## src/rtl/hamming_pkg.sv

```systemverilog
// Shared Hamming helpers and the serializer state type.
// Parity bits sit at the power-of-two codeword positions (1-based).
// Data bits fill the remaining positions in ascending order.
package hamming_pkg;

    typedef enum logic {
        IDLE  = 1'b0,
        SHIFT = 1'b1
    } ser_state_t;

    // Smallest r such that 2**r >= dw + r + 1 (single-error-correcting code).
    function automatic int code_bits(input int dw);
        int r;
        r = 0;
        for (int i = 30; i >= 1; i--) begin
            if ((1 << i) >= dw + i + 1) begin
                r = i;
            end
        end
        return r;
    endfunction

    function automatic int coded_width(input int dw);
        return dw + code_bits(dw);
    endfunction

    // 1-based codeword position of payload bit idx: the idx-th position
    // that is not a power of two.
    function automatic int data_pos(input int idx);
        int cnt;
        int pos;
        cnt = 0;
        pos = 0;
        for (int p = 1; p < 1024; p++) begin
            if ((p & (p - 1)) != 0) begin
                if (cnt == idx && pos == 0) begin
                    pos = p;
                end
                cnt++;
            end
        end
        return pos;
    endfunction

endpackage

```

## src/rtl/hamming_parity.sv

```systemverilog
// Combinational Hamming parity generator.
// parity[j] covers every payload bit whose codeword position has bit j set,
// so the padded codeword has a zero syndrome.
module hamming_parity
    import hamming_pkg::*;
#(
    parameter int DATA_WIDTH = 8,
    localparam int CODE_BITS = code_bits(DATA_WIDTH)
) (
    input  logic [DATA_WIDTH-1:0] data,
    output logic [CODE_BITS-1:0]  parity
);

    // Codeword position of each payload bit, fixed at elaboration.
    logic [CODE_BITS-1:0] pos_bits [DATA_WIDTH];

    for (genvar i = 0; i < DATA_WIDTH; i++) begin : g_pos
        localparam int POS = data_pos(i);
        assign pos_bits[i] = CODE_BITS'(POS);
    end

    // XOR each payload bit into every parity bit that covers its position.
    always_comb begin
        // NOTE: default first so every path assigns parity and no latch is inferred.
        parity = '0;
        for (int i = 0; i < DATA_WIDTH; i++) begin
            for (int j = 0; j < CODE_BITS; j++) begin
                if (pos_bits[i][j]) begin
                    parity[j] = parity[j] ^ data[i];
                end
            end
        end
    end

endmodule

```

## src/rtl/serializer.sv

```systemverilog
// Parallel-to-serial transmitter, MSB first, with optional Hamming parity.
// Emits one enable strobe per bit, start on the first bit and done on the last,
// matching the deserializer's serial_in/enable/start inputs.
module serializer
    import hamming_pkg::*;
#(
    parameter int DATA_WIDTH   = 8,
    parameter int HAS_ECC      = 0,
    parameter int CLKS_PER_BIT = 1
) (
    input  logic                  clk_i,
    input  logic                  rst_i,
    input  logic [DATA_WIDTH-1:0] data_i,
    input  logic                  valid_i,
    output logic                  ready_o,
    output logic                  serial_out_o,
    output logic                  enable_o,
    output logic                  start_o,
    output logic                  busy_o,
    output logic                  done_o
);

    localparam int CODE_BITS = code_bits(DATA_WIDTH);
    localparam int FRAME_W   = (HAS_ECC != 0) ? DATA_WIDTH + CODE_BITS : DATA_WIDTH;
    localparam int BIT_W     = $clog2(FRAME_W + 1);
    localparam int DIV_W     = (CLKS_PER_BIT > 1) ? $clog2(CLKS_PER_BIT) : 1;
    localparam logic [BIT_W-1:0] LAST_BIT = BIT_W'(FRAME_W - 1);
    localparam logic [DIV_W-1:0] LAST_DIV = DIV_W'(CLKS_PER_BIT - 1);

    logic [FRAME_W-1:0] frame;

    if (HAS_ECC != 0) begin : g_ecc
        logic [CODE_BITS-1:0] parity;
        hamming_parity #(.DATA_WIDTH(DATA_WIDTH)) u_parity (
            .data   (data_i),
            .parity (parity)
        );
        assign frame = {data_i, parity};
    end else begin : g_plain
        assign frame = data_i;
    end

    ser_state_t          state_q, state_n;
    logic [FRAME_W-1:0]  shreg_q, shreg_n;
    logic [BIT_W-1:0]    bit_q,   bit_n;
    logic [DIV_W-1:0]    div_q,   div_n;
    logic                strobe_n, serial_n, start_n, done_n;
    logic                strobe_q, serial_q, start_q, done_q;

    // Next-state logic; the registered outputs are derived from the next
    // state so they line up with the bit the shift register presents.
    always_comb begin
        state_n = state_q;
        shreg_n = shreg_q;
        bit_n   = bit_q;
        div_n   = div_q;
        case (state_q)
            IDLE: begin
                if (valid_i) begin
                    state_n = SHIFT;
                    shreg_n = frame;
                    bit_n   = '0;
                    div_n   = '0;
                end
            end
            SHIFT: begin
                if (div_q == LAST_DIV) begin
                    div_n = '0;
                    if (bit_q == LAST_BIT) begin
                        state_n = IDLE;
                        bit_n   = '0;
                    end else begin
                        bit_n   = bit_q + 1'b1;
                        shreg_n = shreg_q << 1;
                    end
                end else begin
                    div_n = div_q + 1'b1;
                end
            end
            default: state_n = IDLE;
        endcase
        strobe_n = (state_n == SHIFT) && (div_n == '0);
        serial_n = (state_n == SHIFT) && shreg_n[FRAME_W-1];
        start_n  = strobe_n && (bit_n == '0);
        done_n   = strobe_n && (bit_n == LAST_BIT);
    end

    // State, datapath and output registers; reset aborts any frame at once.
    always_ff @(posedge clk_i or posedge rst_i) begin
        if (rst_i) begin
            state_q  <= IDLE;
            shreg_q  <= '0;
            bit_q    <= '0;
            div_q    <= '0;
            strobe_q <= 1'b0;
            serial_q <= 1'b0;
            start_q  <= 1'b0;
            done_q   <= 1'b0;
        end else begin
            // NOTE: non-blocking so every register samples pre-edge values.
            state_q  <= state_n;
            shreg_q  <= shreg_n;
            bit_q    <= bit_n;
            div_q    <= div_n;
            strobe_q <= strobe_n;
            serial_q <= serial_n;
            start_q  <= start_n;
            done_q   <= done_n;
        end
    end

    assign ready_o      = (state_q == IDLE);
    assign busy_o       = (state_q == SHIFT);
    assign enable_o     = strobe_q;
    assign serial_out_o = serial_q;
    assign start_o      = start_q;
    assign done_o       = done_q;

endmodule

```

## config.mk

```make
export PLATFORM = sky130hd
export DESIGN_NAME = serializer
export DESIGN_NICKNAME = d
export VERILOG_FILES = /design/src/rtl/hamming_pkg.sv /design/src/rtl/hamming_parity.sv /design/src/rtl/serializer.sv
export SDC_FILE = /design/constraint.sdc
export NUM_CORES = 1
export LEC_CHECK = 0
export BUFFER_PORTS_ARGS = -buffer_cell sky130_fd_sc_hd__buf_4
export CORE_UTILIZATION = 34
export DETAILED_ROUTE_END_ITERATION = 6
export SLEW_MARGIN = 5
export SYNTH_ARGS = -nofsm -noshare
export SYNTH_HDL_FRONTEND = slang
export SYNTH_HIERARCHICAL = 1
export SYNTH_SLANG_ARGS = --single-unit
export TNS_END_PERCENT = 5
```

## constraint.sdc

```tcl
create_clock -name clk_i -period 1.7 [get_ports clk_i]
set_input_delay 0.34 -clock clk_i [delete_from_list [all_inputs] [get_ports clk_i]]
set_output_delay 0.34 -clock clk_i [all_outputs]
set_load 0.005 [all_outputs]
```

==> results of run 1 <==
what timing repair did:
item	in CTS	in global routing
endpoints found under the setup margin	0	1
resized for setup	0	2
setup buffers	0	0
area by class of cell:
cell class	instances	share of cell area
Tap cell	28	0.0333
Clock buffer	4	0.0344
Multi-Input combinational cell	52	0.359
Inverter	3	0.0107
Timing Repair Buffer	19	0.135
Sequential cell	18	0.428
synth_stat cells (all sizes together), types with 2 or more instances:
master	n
nor2	4
a21oi	3
dfrtp	18
nor2b	4
buf	2
inv	3
a21o	7
o21ai	5
a22o	7
a211oi	2
and4b	2
nand2	7
registers in the layout, summed over array words and instances (netlist names):
name and flops:
bit_q 4, busy_o 1, enable_o 1, shreg_q 8
div_q 1, start_o 1, done_o 1, serial_out_o 1
logic make-up (layout without fill, tap and decap cells):
family,Yosys count,after routing,share of synthesized area
compound gates,26,26,0.219
simple gates,23,23,0.170
flops,18,18,0.532
buf+inv,5,26,0.0355
mux,2,2,0.0295
fa+ha+maj,1,1,0.0148
worst register-to-register path, cell delays in order (launching register included):
cell     delay, ns
dfrtp_1       0.44
buf_4         0.19
or2_1         0.28
a31oi_1       0.34
and4b_1       0.23
layer usage:
layer,GRT usage,vias to the layer above,wire (um)
met5,0,-,0
li1,-,315,-
met1,0.179,302,787
met2,0.229,17,764
met3,0.0556,2,69
met4,0.0676,0,16
worst max-delay path by stage:
stage	cells past startpoint	end	slack [ns]	from
global placement	5	start_o	0.20	valid_i
global route	3	ready_o	0.01	busy_o
detailed placement	5	start_o	0.11	valid_i
floorplan	5	shreg_q[1]	0.25	bit_q[0]
finish	3	ready_o	0.09	busy_o
CTS	3	ready_o	0.10	busy_o
layout by cell type, fill, tap and decap left out, drive strengths merged:
cell	Yosys	layout
nor2	4	4
clkbuf	0	4
ha	1	1
and3b	1	1
o21ai	5	5
a211oi	2	2
a32o	1	1
a22o	7	7
or2	1	1
dfrtp	18	18
nand2	7	7
a31oi	1	1
buf	2	19
inv	3	3
nor3	1	1
a21oi	3	3
nand2b	1	1
mux2	1	1
a21o	7	7
and4b	2	2
nor2b	4	4
nor4	1	1
mux2i	1	1
or2b	1	1
metrics by stage:
step / util / std cells / setup WS, ns
global placement: 0.442 / 120 / 0.199
global route: 0.463 / 124 / 0.0148
floorplan: - / 75 / 0.246
detailed placement: 0.442 / 120 / 0.107
finish: 0.463 / 124 / 0.0893
CTS: 0.458 / 124 / 0.104
where the power goes:
group / internal (W) / leakage (nW) / switching [W]
clock network: 0.000130 / 0.0210 / 0.000136
registers: 0.000605 / 0.226 / 0.000118
logic: 0.000441 / 0.302 / 0.000408
==> flow_metrics.py, run 1 <==
metrics = {
    "synthesis": {
        "ys_top_cells_by_area": "dfrtp_1 (53%), a22o_1 (7.2%), a21o_1 (6.2%)",
        "ys_seq_elements": 18,
        "synth_flop_cell": "dfrtp_1",
        "async_reset_ff_frac": 1.00,
        "synthCells": 75,
        "seq_area_frac_synth": 0.532,
        "yosysWarnings": 6,
        "synth_area_per_cell_um2": 11.3,
        "yosys.area.top_type_share": 0.532,
        "syn_nets": 87,
        "yosysUniqueCellTypes": 26,
        "syn_area_um2": 847,
        "yosysTopAreaCell": "dfrtp_1",
        "synth_edf_count": 0,
    },
    "routing": {
        "via_count": 636,
        "remaining_drc_errors": 0,
        "post_drt_wl_per_cell_um": 13.2,
        "routed_wl_um": 1640,
        "vias_per_cell": 5.13,
        "antenna_left": 0,
        "drt_iter0_drc": 12,
        "drt_first_pass_iters": 4,
    },
    "setup_path": {
        "r2r-start": "busy_o",
        "cp-end-kind": "output pin",
        "startpoint_type": "flop",
        "crit_family": "buffers and inverters",
        "crit_chain": "buf_4 > inv_1 > buf_4",
        "crit_required_ns": 1.36,
        "path_class": "reg -> out",
        "cp_slowest_cell": "dfrtp_1",
        "crit_path_frequent_cell": "buf_4",
        "crit_arrival_ns": 1.27,
        "regToRegSetupSlack_ns": 0.17,
        "reg2reg_to": "done_o",
        "crit_buf_inv": 3,
        "worstPathMaxFanout": 10,
        "slowest_delay_ns": 0.44,
        "reg2reg_depth": 4,
    },
    "timing": {
        "fin_crit_sh": 0.947,
        "hold_violations": 0,
        "slew_violations": 0,
        "hold_slack_ns": 0.0433,
        "rsz0062_at_grt": "false",
        "setup_tns_ns": 0,
        "max_freq_mhz": 621,
        "fin_skew_ns": 0.00352,
        "setup_viol": 0,
        "slew_headroom": 0.754,
        "final.min_clock_period_ns": 1.61,
        "worst_pin_slew_ns": 0.367,
    },
    "power": {
        "power_w": 0.00184,
        "leakage_nw": 0.549,
        "ir_drop_uv": 813,
        "power.density_nw_per_um2": 1740,
    },
    "clock_tree": {
        "ctsHoldBuffers": 0,
        "cts_buffers": 3,
        "clock_tree.root_cell": "clkbuf_4",
        "clock-sinks": 18,
        "path_clk_slew_ns": 0.11,
        "cts.htree.levels": 1,
        "cts_buffer_depth": 2,
        "clk_latency_ns": 0.29,
        "cts_tree": "built",
    },
    "floorplanning": {
        "die_w_um": 51.9,
        "die_h_um": 51.9,
        "core_um2": 2280,
        "ios": 17,
        "fp.dieArea_um2": 2700,
        "start_util": 0.372,
        "rows": 17,
    },
    "global_route": {
        "globalRouteOverflowTotal": 0,
        "antenna_found_initial": 0,
        "grt_pass1_wl_um": 2850,
        "grt_max_degree": 19,
        "grt_pass1_vias": 658,
        "grt_use_total": 0.147,
    },
    "hold_path": {
        "min_path_type": "in -> async",
    },
    "layout": {
        "multi_input_area_um2": 378,
        "nFillCells": 213,
        "drive_gt1_frac": 0.292,
        "area_delta_synth_final_pct": 24.4,
        "design_area_um2": 1050,
        "diodes": 0,
        "final_nets": 109,
        "regArea_um2": 450,
    },
    "place": {
        "routabilityCongestion": 0.694,
        "io_buffers": 16,
        "dp.final_hpwl_um": 1150,
        "placed_cell_area_um2": 1010,
    },
    "run": {
        "cap_violations": 0,
    },
    "run_status": {
        "outcome": "complete, no violations",
    },
}
Power figures use the tool's default switching activity.
==> run 2: changes to the inputs <==
--- a/config.mk
+++ b/config.mk
@@ -6,8 +6,11 @@
 export NUM_CORES = 1
 export LEC_CHECK = 0
 export BUFFER_PORTS_ARGS = -buffer_cell sky130_fd_sc_hd__buf_4
-export CORE_UTILIZATION = 34
+export CORE_UTILIZATION = 50
 export DETAILED_ROUTE_END_ITERATION = 6
+export GPL_ROUTABILITY_DRIVEN = 0
+export GPL_TIMING_DRIVEN = 0
+export PLACE_DENSITY = 0.74
 export SLEW_MARGIN = 5
 export SYNTH_ARGS = -nofsm -noshare
 export SYNTH_HDL_FRONTEND = slang
==> run 2 against run 1 <==
Effect of this change: total power down 4.7%; via count down 0.79%; maximum frequency up 5.5%; sequential share of layout area up 1.5 points; non-clock buffer count unchanged; clock-buffer cell count down 1; clock skew up 0.0013 ns; critical endpoint is now shreg_q[2]; largest power group unchanged.
==> flow_metrics.py, run 2 (same netlist as run 1, synthesis figures left out) <==
metrics = {
    "run_status": {
        "outcome": "complete, no violations",
    },
    "setup_path": {
        "regToRegSetupSlack_ns": 0.17,
        "path_class": "reg -> reg",
        "slowest_delay_ns": 0.42,
        "crit_family": "simple AND/OR/NAND/NOR gates",
        "r2r-start": "bit_q[0]",
        "startpoint_type": "flop",
        "worstPathMaxFanout": 6,
        "cp-end-kind": "flop",
        "cp_slowest_cell": "dfrtp_1",
        "crit_chain": "ha_1 > and3b_4 > nor3_4 > nor2_1 > a21o_1",
        "crit_buf_inv": 0,
        "crit_arrival_ns": 1.71,
        "crit_required_ns": 1.88,
        "crit_start": "bit_q[0]",
    },
    "floorplanning": {
        "die_h_um": 43.2,
        "fp.dieArea_um2": 1860,
        "core_um2": 1540,
        "ios": 17,
        "die_w_um": 43.2,
        "rows": 14,
        "start_util": 0.550,
    },
    "timing": {
        "setup_tns_ns": 0,
        "slew_headroom": 0.560,
        "fin_crit_sh": 0.898,
        "worst_pin_slew_ns": 0.659,
        "fin_skew_ns": 0.00484,
        "rsz0062_at_grt": "false",
        "hold_violations": 0,
        "final.min_clock_period_ns": 1.53,
        "slew_violations": 0,
        "max_freq_mhz": 655,
        "setup_viol": 0,
        "hold_slack_ns": 0.138,
        "fin_ws_ns": 0.173,
    },
    "power": {
        "power_w": 0.00175,
        "power.density_nw_per_um2": 1720,
        "ir_drop_uv": 1020,
        "leakage_nw": 0.539,
    },
    "routing": {
        "drt_iter0_drc": 8,
        "routed_wl_um": 1490,
        "remaining_drc_errors": 0,
        "drt_first_pass_iters": 4,
        "antenna_left": 0,
        "vias_per_cell": 5.68,
        "post_drt_wl_per_cell_um": 13.5,
        "via_count": 631,
    },
    "layout": {
        "regMostFlops": "shreg_q",
        "drive_gt1_frac": 0.274,
        "final_cell_mix": "buf_4 (18), dfrtp_1 (18), a22o_1 (7), a21o_1 (7), nand2_1 (7)",
        "nFillCells": 133,
        "stdcell_count": 111,
        "diodes": 0,
        "regArea_um2": 450,
        "final_nets": 109,
        "top_regs": "shreg_q: 8 flops, bit_q: 4 flops",
        "largest_register_ffs": 8,
        "multi_input_area_um2": 367,
        "area_delta_synth_final_pct": 20.1,
    },
    "place": {
        "dp_cells": 107,
        "place_ws_ns": 0.0540,
        "io_buffers": 16,
        "dp.final_hpwl_um": 1070,
    },
    "clock_tree": {
        "ctsHoldBuffers": 0,
        "clk_latency_ns": 0.29,
        "cts_tree": "built",
        "cts.htree.levels": 1,
        "cts_resized": 0,
        "post_cts_buffers": 0,
        "cts_buffer_depth": 2,
        "path_clk_slew_ns": 0.10,
        "clock_tree.root_cell": "clkbuf_4",
        "cts_buffers": 3,
        "clock-sinks": 18,
    },
    "global_route": {
        "globalRouteOverflowTotal": 0,
        "grt_pass1_vias": 580,
        "grt_use_total": 0.178,
        "antenna_found_initial": 0,
        "grt_max_degree": 19,
        "grt_pass1_wl_um": 2440,
    },
    "hold_path": {
        "min_path_type": "in -> async",
    },
    "run": {
        "cap_violations": 0,
    },
}
[run 2: changes by cell type in the layout (fill, tap and decap cells not counted)]
cell	previous run	this run
nor2b_2	0	1
nor2b_4	1	0
nor4_1	0	1
nor4_2	1	0
buf_6	0	1
buf_4	19	18
clkbuf_8	1	0
[run 2: per-layer routing]
| metal | share of wire | vias to the layer above | GRT usage |
|---|---|---|---|
| met3 | 0.046 | 4 | 0.0298 |
| met1 | 0.48 | 295 | 0.238 |
| met5 | 0 | - | 0 |
| li1 | - | 314 | - |
| met4 | 0.017 | 0 | 0.0727 |
| met2 | 0.46 | 18 | 0.284 |
[run 2: worst register-to-register path: cells and delay by family (launching register included)]
kind	cells	cell delay [ns]
adder cells (fa/ha/maj)	1	0.23
AO/OA/AOI/OAI	1	0.20
flip-flops	1	0.42
AND/OR/NAND/NOR	3	0.56
[run 2: final timing paths]
path,endpoint,cells after the start
max,shreg_q[2],5
min,div_q,2
max reg2reg,shreg_q[2],5
min reg2reg,shreg_q[3],1
max in group asynchronous,shreg_q[1],2
min in group clk_i,shreg_q[0],3
[run 2: stage by stage]
step            util  cell area (um^2)
5_1_grt        0.660              1020
3_5_place_dp   0.640               987
4_1_cts        0.655              1010
6_report       0.660              1020
2_1_floorplan      -               847
3_3_place_gp   0.640               987
[run 2: cell type report]
class,count,share of cell area
tap,16,0.0197
clock buffer,3,0.0221
timing repair buffer,17,0.125
buffer,2,0.0185
inverter,3,0.0111
sequential,18,0.443
multi-input combinational,52,0.360
[run 2: power breakdown]
part	internal (W)	switching [W]	leakage (nW)	total [W]
Clock	0.0000823	0.000125	0.0138	0.000207
Combinational	0.000440	0.000392	0.299	0.000832
Sequential	0.000605	0.000108	0.226	0.000713
Total	0.00113	0.000624	0.539	0.00175
